===== config.mk =====
export PLATFORM = sky130hd
export DESIGN_NAME = chip_host_driver
export DESIGN_NICKNAME = d
export VERILOG_FILES = /design/src/rtl/chip_host_driver.sv
export SDC_FILE = /design/constraint.sdc
export NUM_CORES = 1
export LEC_CHECK = 0
export CORE_MARGIN = 1
export CORE_UTILIZATION = 40
export DETAILED_ROUTE_END_ITERATION = 16
export SYNTH_ARGS = -nofsm -noshare
export SYNTH_HDL_FRONTEND = slang
export SYNTH_SLANG_ARGS = --single-unit

===== constraint.sdc =====
create_clock -name clk -period 3.7 [get_ports clk]
set_input_delay 0.555 -clock clk [delete_from_list [all_inputs] [get_ports clk]]
set_output_delay 0.555 -clock clk [all_outputs]
set_load 0.05 [all_outputs]

===== src/rtl/chip_host_driver.sv =====
// Host-side sequencer for the matrix-ALU chip: streams X operand bytes in, fires start,
// waits for ALU_done, then reads every result word back over the read_n/ry handshake.
module chip_host_driver #(
   parameter int N_LOAD    = 64,
   parameter int N_RESULTS = 16,
   parameter int TIMEOUT   = 4096
) (
   input  logic       clk,
   input  logic       rst,
   input  logic       go,
   input  logic       abort,
   input  logic       x_in_valid,
   input  logic [7:0] x_in_data,
   output logic       x_in_ready,
   output logic       valid_input,
   output logic [7:0] X_load,
   output logic       start_in,
   input  logic       ALU_done,
   output logic       read_n,
   output logic [7:0] r_addr,
   input  logic       ry,
   input  logic [8:0] read_data,
   output logic       res_valid,
   output logic [7:0] res_addr,
   output logic [8:0] res_data,
   output logic       busy,
   output logic       done,
   output logic       err
);
   localparam int BCW = $clog2(N_LOAD + 1);
   localparam int TCW = $clog2(TIMEOUT);
   localparam logic [BCW-1:0] LAST_BYTE = BCW'(N_LOAD - 1);
   localparam logic [7:0]     LAST_ADDR = 8'(N_RESULTS - 1);
   localparam logic [TCW-1:0] TMO_LAST  = TCW'(TIMEOUT - 1);

   typedef enum logic [2:0] {IDLE, LOAD, START, WAIT_DONE, READ_REQ, READ_GAP, FINISH} state_t;

   state_t         state, state_nxt;
   logic [BCW-1:0] byte_cnt, byte_cnt_nxt;
   logic [7:0]     addr, addr_nxt;
   logic [TCW-1:0] tmr, tmr_nxt;
   logic           x_in_ready_nxt, valid_input_nxt, start_in_nxt, read_n_nxt;
   logic           res_valid_nxt, busy_nxt, done_nxt, err_nxt;
   logic [7:0]     x_load_nxt, r_addr_nxt, res_addr_nxt;
   logic [8:0]     res_data_nxt;
   logic           accept, capture, tmo;

   assign accept  = (state == LOAD) && x_in_valid && x_in_ready;
   assign capture = (state == READ_REQ) && !read_n && ry;
   assign tmo     = (tmr == TMO_LAST);

   always_ff @(posedge clk or posedge rst) begin
      if (rst) begin
         state       <= IDLE;
         byte_cnt    <= '0;
         addr        <= '0;
         tmr         <= '0;
         x_in_ready  <= 1'b0;
         valid_input <= 1'b0;
         X_load      <= '0;
         start_in    <= 1'b0;
         read_n      <= 1'b1;
         r_addr      <= '0;
         res_valid   <= 1'b0;
         res_addr    <= '0;
         res_data    <= '0;
         busy        <= 1'b0;
         done        <= 1'b0;
         err         <= 1'b0;
      end else begin
         state       <= state_nxt;
         byte_cnt    <= byte_cnt_nxt;
         addr        <= addr_nxt;
         tmr         <= tmr_nxt;
         x_in_ready  <= x_in_ready_nxt;
         valid_input <= valid_input_nxt;
         X_load      <= x_load_nxt;
         start_in    <= start_in_nxt;
         read_n      <= read_n_nxt;
         r_addr      <= r_addr_nxt;
         res_valid   <= res_valid_nxt;
         res_addr    <= res_addr_nxt;
         res_data    <= res_data_nxt;
         busy        <= busy_nxt;
         done        <= done_nxt;
         err         <= err_nxt;
      end
   end

   // abort has priority over every transition, including go in IDLE
   always_comb begin
      state_nxt = state;
      if (abort) begin
         state_nxt = IDLE;
      end else begin
         case (state)
            IDLE:      if (go) state_nxt = LOAD;
            LOAD:      if (accept && byte_cnt == LAST_BYTE) state_nxt = START;
            START:     state_nxt = WAIT_DONE;
            WAIT_DONE: begin
               if (ALU_done) state_nxt = READ_REQ;
               else if (tmo) state_nxt = IDLE;
            end
            READ_REQ:  begin
               if (capture) state_nxt = (addr == LAST_ADDR) ? FINISH : READ_GAP;
               else if (tmo) state_nxt = IDLE;
            end
            READ_GAP:  state_nxt = READ_REQ;
            FINISH:    state_nxt = IDLE;
            default:   state_nxt = IDLE;
         endcase
      end
   end

   always_comb begin
      byte_cnt_nxt    = byte_cnt;
      addr_nxt        = addr;
      tmr_nxt         = tmr;
      x_load_nxt      = X_load;
      res_addr_nxt    = res_addr;
      res_data_nxt    = res_data;
      err_nxt         = err;
      valid_input_nxt = 1'b0;
      start_in_nxt    = 1'b0;
      res_valid_nxt   = 1'b0;
      case (state)
         IDLE: begin
            if (go && !abort) begin
               byte_cnt_nxt = '0;
               addr_nxt     = '0;
               tmr_nxt      = '0;
               err_nxt      = 1'b0;
            end
         end
         LOAD: begin
            if (accept) begin
               valid_input_nxt = 1'b1;
               x_load_nxt      = x_in_data;
               byte_cnt_nxt    = byte_cnt + 1'b1;
            end
         end
         START: start_in_nxt = 1'b1;
         WAIT_DONE: begin
            if (ALU_done) begin
               tmr_nxt  = '0;
               addr_nxt = '0;
            end else if (tmo) begin
               err_nxt = 1'b1;
            end else begin
               tmr_nxt = tmr + 1'b1;
            end
         end
         READ_REQ: begin
            if (capture) begin
               res_valid_nxt = 1'b1;
               res_data_nxt  = read_data;
               res_addr_nxt  = addr;
               tmr_nxt       = '0;
               if (addr != LAST_ADDR) addr_nxt = addr + 8'd1;
            end else if (tmo) begin
               err_nxt = 1'b1;
            end else begin
               tmr_nxt = tmr + 1'b1;
            end
         end
         default: ;
      endcase
      // abort returns the chip side to its reset image and leaves err alone
      if (abort) begin
         valid_input_nxt = 1'b0;
         x_load_nxt      = '0;
         start_in_nxt    = 1'b0;
         res_valid_nxt   = 1'b0;
         err_nxt         = err;
      end
      x_in_ready_nxt = (state_nxt == LOAD);
      read_n_nxt     = (state_nxt != READ_REQ);
      r_addr_nxt     = (state_nxt == READ_REQ) ? addr_nxt : (abort ? 8'd0 : r_addr);
      busy_nxt       = state_nxt inside {LOAD, START, WAIT_DONE, READ_REQ, READ_GAP};
      done_nxt       = (state_nxt == FINISH);
   end
endmodule


# Word-level counts from Yosys, hierarchy flattened
# Cells that the tools add are included.
[classes] add_sub_neg=3 eq_ne=20 mux=39 n_bitwise=1 reduce_logical=20
[ops] cell="$mux 8" n=9
[ops] cell="$mux 12" n=4
[ops] cell="$pmux 12 s3" n=1
[ops] cell="$pmux 8 s3" n=1
[ops] cell="$mux 3" n=6
[ops] cell="$pmux 3 s6" n=1
[ops] cell="$eq 3x3->1 const B" n=5
[ops] cell="$mux 7" n=2
[ops] cell="$pmux 7 s2" n=1
[ops] cell="$add 12x1->12 const B" n=1
[ops] cell="$eq 12x12->1 const B" n=1
[ops] cell="$eq 3x2->1 const B" n=4
[ops] cell="$mux 1" n=12
[ops] cell="$add 8x1->8 const B" n=1
[ops] cell="$eq 8x4->1 const B" n=1
[ops] cell="$ne 2x2->1 const B" n=4
[ops] cell="$ne 8x4->1 const B" n=1
[ops] cell="$reduce_bool 2->1" n=4
[ops] cell="$add 7x1->7 const B" n=1
[ops] cell="$eq 7x6->1 const B" n=1
[ops] cell="$eq 3x1->1 const B" n=2
[ops] cell="$logic_and 1x1->1" n=6
[ops] cell="$reduce_and 2->1" n=3
[ops] cell="$reduce_and 5->1" n=1
[ops] cell="9 further kinds" n=10
[totals] regBits=71 input_bits=24 out_inout_bits=41 elab_cells=99

# Longest topological paths before layout
# Gate-level depths: netlist of run 1.
[logic_depth] word_depth=9 ltp_mapped=8 depth_no_buf=7

# Least setup slack after synthesis of run 1
# OpenSTA, ideal clock, no wires.
[synth_timing] kind="register -> register" startpoint="register tmr[0]" endpoint="register r_addr[0]" setup_ps=125 t_arrival_ps=2028 required_time_ps=3575 setup_slack_ps=1546 stages_incl_launch_ff=9 n_path_buf=1 period_less_slack_ps=2154 path_cell_list="dfrtp_1 ha_1 nand3_1 or2_2 o41ai_1 a21o_2 nand2b_1 buf_6 mux2_4"
[synth_between] elab_chain_cells=7 word_cells_on_any_way=9 classes_between="2 x eq/ne; 6 x mux; 1 x reduce/logical"
[synth_rtl] element="from (decl)" line_no="41" rtl="logic [TCW-1:0] tmr, tmr_nxt;"
[synth_rtl] element="from (signal assigned)" line_no="74" rtl="tmr <= tmr_nxt;"
[synth_rtl] element="$eq 12x12->1 (*)" line_no="50" rtl="assign tmo = (tmr == TMO_LAST);"
[synth_rtl] element="$mux 3 (*)" line_no="102, 106"
[synth_rtl] element="$mux 3 (on tied branches)" line_no="105, 101"
[synth_rtl] element="$pmux 3 s6 (*)" line_no="96" rtl="case (state)"
[synth_rtl] element="$mux 3 (*)" line_no="93" rtl="if (abort) begin"
[synth_rtl] element="$eq 3x3->1 (*)" line_no="178" rtl="r_addr_nxt = (state_nxt == READ_REQ) ? addr_nxt : (abort ? 8'd0 : r_addr);"
[synth_rtl] element="$mux 8 / $reduce_bool 2->1 (equally long branches)"
[synth_rtl] element="to (signal assigned)" line_no="80" rtl="r_addr <= r_addr_nxt;"
[synth_rtl] element="to (decl)" line_no="20" rtl="output logic [7:0] r_addr,"
# Mark *: on every way between the ends. The rest lies on a longest branch, timed or not.
# A chain may end at the register's enable or synchronous reset.

# Final worst setup path of run 1
[layout_timing] startpoint="register state[2]" endpoint="register r_addr[0]"
[layout_between] elab_chain_cells=9 word_cells_on_any_way=23 classes_between="6 x eq/ne; 10 x mux; 7 x reduce/logical"
[layout_rtl] element="from (decl)" line_no="38" rtl="state_t state, state_nxt;"
[layout_rtl] element="from (signal assigned)" line_no="71" rtl="state <= state_nxt;"
[layout_rtl] element="$eq 3x1->1" line_no="48, 96"
[layout_rtl] element="$logic_and 1x1->1 (2 in series)" line_no="48" rtl="assign accept = (state == LOAD) && x_in_valid && x_in_ready;"
[layout_rtl] element="$logic_and 1x1->1" line_no="98" rtl="LOAD: if (accept && byte_cnt == LAST_BYTE) state_nxt = START;"
[layout_rtl] element="$mux 3" line_no="98"
[layout_rtl] element="$pmux 3 s6" line_no="96"
[layout_rtl] element="$mux 3" line_no="93"
[layout_rtl] element="$eq 3x3->1" line_no="178"
[layout_rtl] element="$mux 8 / $reduce_bool 2->1 (equally long branches)"
# Several ways; a longest one is shown, not always the timed one.

==> results.json, run 1 <==
{
  "finalCritPeriodShare": 0.740,
  "post-cts-setup-buffer-count": 0,
  "setup_viol": 0,
  "clkPwrFrac": 0.363,
  "tightest_slew_ns": 0.615,
  "p_int_w": 0.00112,
  "synth_edf_count": 0,
  "multi_input_area_sq_um": 1480,
  "fin_skew_ns": 0.0118,
  "switchingPower_w": 0.000400,
  "fin_total_pwr_w": 0.00152,
  "cts_tree": "yes",
  "clk_latency_ns": 0.35,
  "cts_resized": 0,
  "ys_ff_latch": 71,
  "vias": 2644,
  "synth.distinct_cells": 55,
  "die_area_sq_um": 8780,
  "cts_buffers": 9,
  "drive_above_1_share": 0.113,
  "path_cells": "or3b_2 > nor2_2 > o41ai_2 > nand2b_1 > mux2_4",
  "antenna_found_initial": 0,
  "drv_slew": 0,
  "holdBufCountCts": 0,
  "fp.coreArea_sq_um": 8180,
  "syn_nets": 364,
  "combPwrFrac": 0.101,
  "grt_pass1_wl_um": 12000,
  "rsz0062_at_grt": "no",
  "period_needed_ns": 2.74,
  "track_usage": 0.180,
  "diodes": 0,
  "hold_path_class": "reg2reg",
  "synth_ff_type": "dfrtp_1",
  "wirelength_um": 7310,
  "p_per_area_nw_per_um2": 355,
  "final_cell_mix": "nand2_1 (82), dfrtp_1 (70), clkdlybuf4s50_1 (64), nor2_1 (22), a21oi_1 (19)",
  "status": "finished, final reports clean",
  "drtPass1Iterations": 4,
  "drt-vias-per-instance": 5.16,
  "drtIter0Drc": 72,
  "rows": 33,
  "gp_congestion": 0.835,
  "grt_pass1_vias": 2419,
  "slowest_stage": "or3b_2",
  "clk_pin_slew_ns": 0.07,
  "pwr-share-seq": 0.536,
  "end_kind": "register",
  "hpwl_um": 5050,
  "synthesis.area_sq_um": 3360,
  "clk_path_buf_depth": 2,
  "fmax_ghz": 0.365,
  "swShare": 0.264,
  "die_h_um": 93.7,
  "setup_ws_ns": 0.963,
  "vdd_drop_max_v": 0.000213,
  "critPathArrivalTime_ns": 2.96,
  "crit_fanout": 13,
  "ant_nets": 0,
  "fin_nets": 429,
  "finalHoldViolCount": 0,
  "syn2layout_area_growth_pct": 27.0,
  "timing.setup.tns_ns": 0,
  "overflow": 0,
  "post_synth.cell_area_avg_sq_um": 9.98,
  "die_w_um": 93.7,
  "critPathLaunchType": "register",
  "n_fill_cell": 760,
  "ios": 65,
  "final_common_cell": "nand2_1",
  "cts_max_level": 3,
  "root_buffer": "clkbuf_8",
  "place_ws_ns": 0.856,
  "avgRoutedWirePerCell_um": 14.3,
  "initial_core_util": 0.412,
  "port_buffers": 64,
  "setup.worst_path.class": "reg2reg",
  "cts.sinks": 71,
  "p_leak_nw": 1.99,
  "synthArstFlopShare": 1.00,
  "max_stage_delay_ns": 0.64,
  "relSlewSlack": 0.590,
  "drt_drc_violations_left": 0,
  "hold_slack_ns": 0.476,
  "synthCells": 337,
  "grt_max_degree": 72,
  "cp.required_ns": 3.93,
  "cap_viol_max_count": 0,
  "yosysSeqAreaShare": 0.528,
  "seqCellArea_sq_um": 1780,
  "ys_warn_count": 0
}
==> cell families (layout without fill, tap and decap cells) <==
logic type / count (synthesis) / count (layout) / synth area share
AO/OA/AOI/OAI: 64 / 64 / 0.127
adder cells (fa/ha/maj): 3 / 3 / 0.0112
multiplexers: 10 / 10 / 0.0420
XOR/XNOR: 9 / 9 / 0.0234
flip-flops: 71 / 71 / 0.528
AND/OR/NAND/NOR: 160 / 160 / 0.237
buffers and inverters: 20 / 90 / 0.0312
==> sequential cells by signal, indices dropped and copies added (netlist names), 3 cells and up <==
register and cells:
tmr 12, res_data 9, X_load 8, addr 8, r_addr 8, res_addr 8, byte_cnt 7, state 3
==> cell usage after synthesis (all sizes together), types with 2 or more instances <==
| cell | number | area (sq um) |
|---|---|---|
| nor2b | 11 | 68.8 |
| and2 | 2 | 12.5 |
| nand2b | 2 | 12.5 |
| inv | 5 | 18.8 |
| o21ai | 14 | 70.1 |
| clkbuf | 10 | 37.5 |
| a31oi | 4 | 25.0 |
| nor2 | 23 | 88.8 |
| a22o | 6 | 52.6 |
| and3 | 5 | 31.3 |
| nand2 | 82 | 308 |
| nor3 | 7 | 56.3 |
| o22ai | 2 | 18.8 |
| nor3b | 2 | 26.3 |
| mux2 | 9 | 131 |
| a41oi | 3 | 26.3 |
| xor2 | 7 | 61.3 |
| ha | 3 | 37.5 |
| o31ai | 3 | 22.5 |
| nand3 | 11 | 55.1 |
| a21o | 4 | 31.3 |
| xnor2 | 2 | 17.5 |
| a21oi | 19 | 95.1 |
| buf | 5 | 48.8 |
| o41ai | 2 | 25.0 |
| dfrtp | 70 | 1750 |
| or3 | 2 | 17.5 |
| a211oi | 2 | 15.0 |
| nand4 | 6 | 58.8 |
==> final timing paths <==
kind	startpoint	end	slack (ns)	cells after the start
max	state[2]$_DFF_PP0_	r_addr[0]$_DFFE_PP0P_	0.96	5
max in group asynchronous	rst	read_n$_DFF_PP1_	2.75	3
min in group asynchronous	rst	X_load[6]$_DFFE_PP0P_	0.57	3
max reg2reg	state[2]$_DFF_PP0_	r_addr[0]$_DFFE_PP0P_	0.96	5
min	res_data[0]$_DFFE_PP0P_	res_data[0]$_DFFE_PP0P_	0.48	2
min reg2reg	res_data[0]$_DFFE_PP0P_	res_data[0]$_DFFE_PP0P_	0.48	2
==> critical path, delay by kind of cell, from the launching register on <==
kind / cells / cell delay, ns
flip-flops: 1 / 0.58
multiplexers: 1 / 0.35
AO/OA/AOI/OAI: 1 / 0.17
AND/OR/NAND/NOR: 3 / 1.50
==> area by class of cell <==
| class | instances | share of cell area |
|---|---|---|
| multi-input cells | 246 | 0.347 |
| well taps | 105 | 0.0307 |
| repair buffers | 69 | 0.162 |
| inverters | 5 | 0.00439 |
| flip-flops and latches | 71 | 0.416 |
| clock inverters | 6 | 0.00849 |
| clock buffers | 10 | 0.0322 |
==> per-layer routing <==
layer,routed length (um),vias up,part of all wire,global-route usage
li1,-,1296,-,-
met1,3610,1283,0.49,0.252
met2,3290,52,0.45,0.273
met3,279,13,0.038,0.0445
met4,132,0,0.018,0.0654
met5,0,-,0,0
==> power groups by stage <==
stage                     Sequential (W)  Combinational, W  Clock, W
after floorplan                 0.000855         0.0000643         0
after global placement          0.000828          0.000154         0
after detailed placement        0.000828          0.000155         0
after CTS                       0.000813          0.000155  0.000568
after global routing            0.000816          0.000169  0.000608
final                           0.000813          0.000153  0.000552
==> metrics by stage <==
stage                     instance area [sq um]  cells  utilization
after floorplan                            3360    337            -
after global placement                     4100    496        0.502
after detailed placement                   4100    496        0.502
after CTS                                  4270    512        0.523
after global routing                       4270    512        0.523
final                                      4270    512        0.523
No activity file was read; power rests on OpenSTA's default activity.
==> run 2, diff against run 1 <==
clock period = 2.58 ns   (was 3.7 ns; I/O delays follow)
==> results.json, run 2 (synthesized netlist as in run 1, its figures left out) <==
{
  "regMostFlops": "tmr",
  "largest_reg_flops": 12,
  "finalCritPeriodShare": 0.935,
  "reg_top3": "tmr: 12 flops, res_data: 9 flops",
  "avgRoutedWirePerCell_um": 14.5,
  "timing.setup.tns_ns": 0,
  "cts_tree": "yes",
  "clk_pin_slew_ns": 0.08,
  "die_w_um": 93.7,
  "hpwl_um": 5260,
  "drt_drc_violations_left": 0,
  "antenna_found_initial": 0,
  "cap_viol_max_count": 0,
  "cts_max_level": 3,
  "track_usage": 0.189,
  "initial_core_util": 0.412,
  "rsz0062_at_grt": "no",
  "critPathArrivalTime_ns": 2.65,
  "grt_pass1_vias": 2593,
  "rows": 33,
  "n_fill_cell": 745,
  "ff2ff_path_depth": 8,
  "ant_nets": 0,
  "place_inst": 508,
  "tightest_slew_ns": 0.558,
  "fin_cells": 524,
  "cts.sinks": 71,
  "grt_pass1_wl_um": 12800,
  "ios": 65,
  "fin_skew_ns": 0.00713,
  "drive_above_1_share": 0.141,
  "final_cell_mix": "nand2_1 (82), dfrtp_1 (70), clkdlybuf4s50_1 (64), nor2_1 (22), a21oi_1 (19)",
  "final_common_cell": "nand2_1",
  "die_h_um": 93.7,
  "hold_path_class": "in2async",
  "drv_slew": 0,
  "drt-vias-per-instance": 5.08,
  "drtPass1Iterations": 4,
  "die_area_sq_um": 8780,
  "drtIter0Drc": 139,
  "critPathLaunchType": "register",
  "relSlewSlack": 0.624,
  "end_kind": "register",
  "diodes": 0,
  "fp.coreArea_sq_um": 8180,
  "fin_nets": 441,
  "overflow": 0,
  "setup.worst_path.class": "reg2reg",
  "vias": 2661,
  "finalHoldViolCount": 0,
  "wirelength_um": 7620,
  "p_per_area_nw_per_um2": 539,
  "cts_buffers": 9,
  "p_leak_nw": 2.08,
  "crit_fanout": 6,
  "cp.required_ns": 2.81,
  "period_needed_ns": 2.41,
  "vdd_drop_max_v": 0.000216,
  "root_buffer": "clkbuf_8",
  "grt_max_degree": 72,
  "fmax_ghz": 0.415,
  "syn2layout_area_growth_pct": 31.2,
  "clk_latency_ns": 0.35,
  "clk_path_buf_depth": 2,
  "gp_congestion": 0.905,
  "setup_viol": 0,
  "status": "finished, final reports clean",
  "port_buffers": 64
}
run 2: path summary, 6_finish.rpt:
path                                          from  slack (ns)                       to
min in group clk           res_data[2]$_DFFE_PP0P_        0.48  res_data[2]$_DFFE_PP0P_
hold reg to reg            res_data[2]$_DFFE_PP0P_        0.48  res_data[2]$_DFFE_PP0P_
setup reg to reg                 addr[0]$_DFF_PP0_        0.17     x_in_ready$_DFF_PP0_
setup / recovery                 addr[0]$_DFF_PP0_        0.17     x_in_ready$_DFF_PP0_
max in group asynchronous                      rst        1.83         read_n$_DFF_PP1_
hold / removal                                 rst        0.42    X_load[6]$_DFFE_PP0P_
run 2: worst max-delay path, cell delays in order (launching register included):
cell and delay, ns:
dfrtp_1 0.47, ha_1 0.25, or4b_1 0.46, nor3_2 0.21
nor2_1 0.10, buf_4 0.16, a2111oi_1 0.36, nor2_1 0.10
and3_1 0.18
run 2: power breakdown:
| group | total (W) | leakage [nW] | switching, W | internal (W) |
|---|---|---|---|---|
| Combinational | 0.000228 | 0.988 | 0.000132 | 0.0000962 |
| Sequential | 0.00117 | 0.972 | 0.0000232 | 0.00114 |
| Clock | 0.000986 | 0.116 | 0.000419 | 0.000567 |
run 2: cell type report:
cell class,count,area [sq um],share of cell area
sequential,71,1780,0.403
multi-input combinational,246,1480,0.336
timing repair buffer,81,781,0.177
clock buffer,10,138,0.0312
tap,105,131,0.0298
clock inverter,6,83.8,0.0190
inverter,5,18.8,0.00425
run 2: timing repair:
item	in CTS	in global routing
buffers inserted	0	0
gates resized for setup	0	1
setup endpoints to repair	0	7
endpoints found under the hold margin	0	0
hold buffers	0	0
run 2: through the flow:
step / cell area, sq um / util / setup WS [ns] / total power [W] / hold WS, ns
floorplan: 3360 / - / 0.398 / 0.00132 / 0.469
global placement: 4190 / 0.513 / 0.0698 / 0.00141 / 0.457
detailed placement: 4190 / 0.513 / 0.0573 / 0.00142 / 0.467
CTS: 4410 / 0.540 / 0.101 / 0.00241 / 0.436
global route: 4410 / 0.540 / 0.0227 / 0.00248 / 0.454
finish: 4410 / 0.540 / 0.168 / 0.00238 / 0.419
run 2: metal layers:
| layer | share of wire | wire (um) | GRT usage |
|---|---|---|---|
| met1 | 0.50 | 3820 | 0.273 |
| met2 | 0.43 | 3250 | 0.265 |
| met3 | 0.052 | 397 | 0.0421 |
| met4 | 0.021 | 157 | 0.0923 |
| met5 | 0 | 0 | 0 |
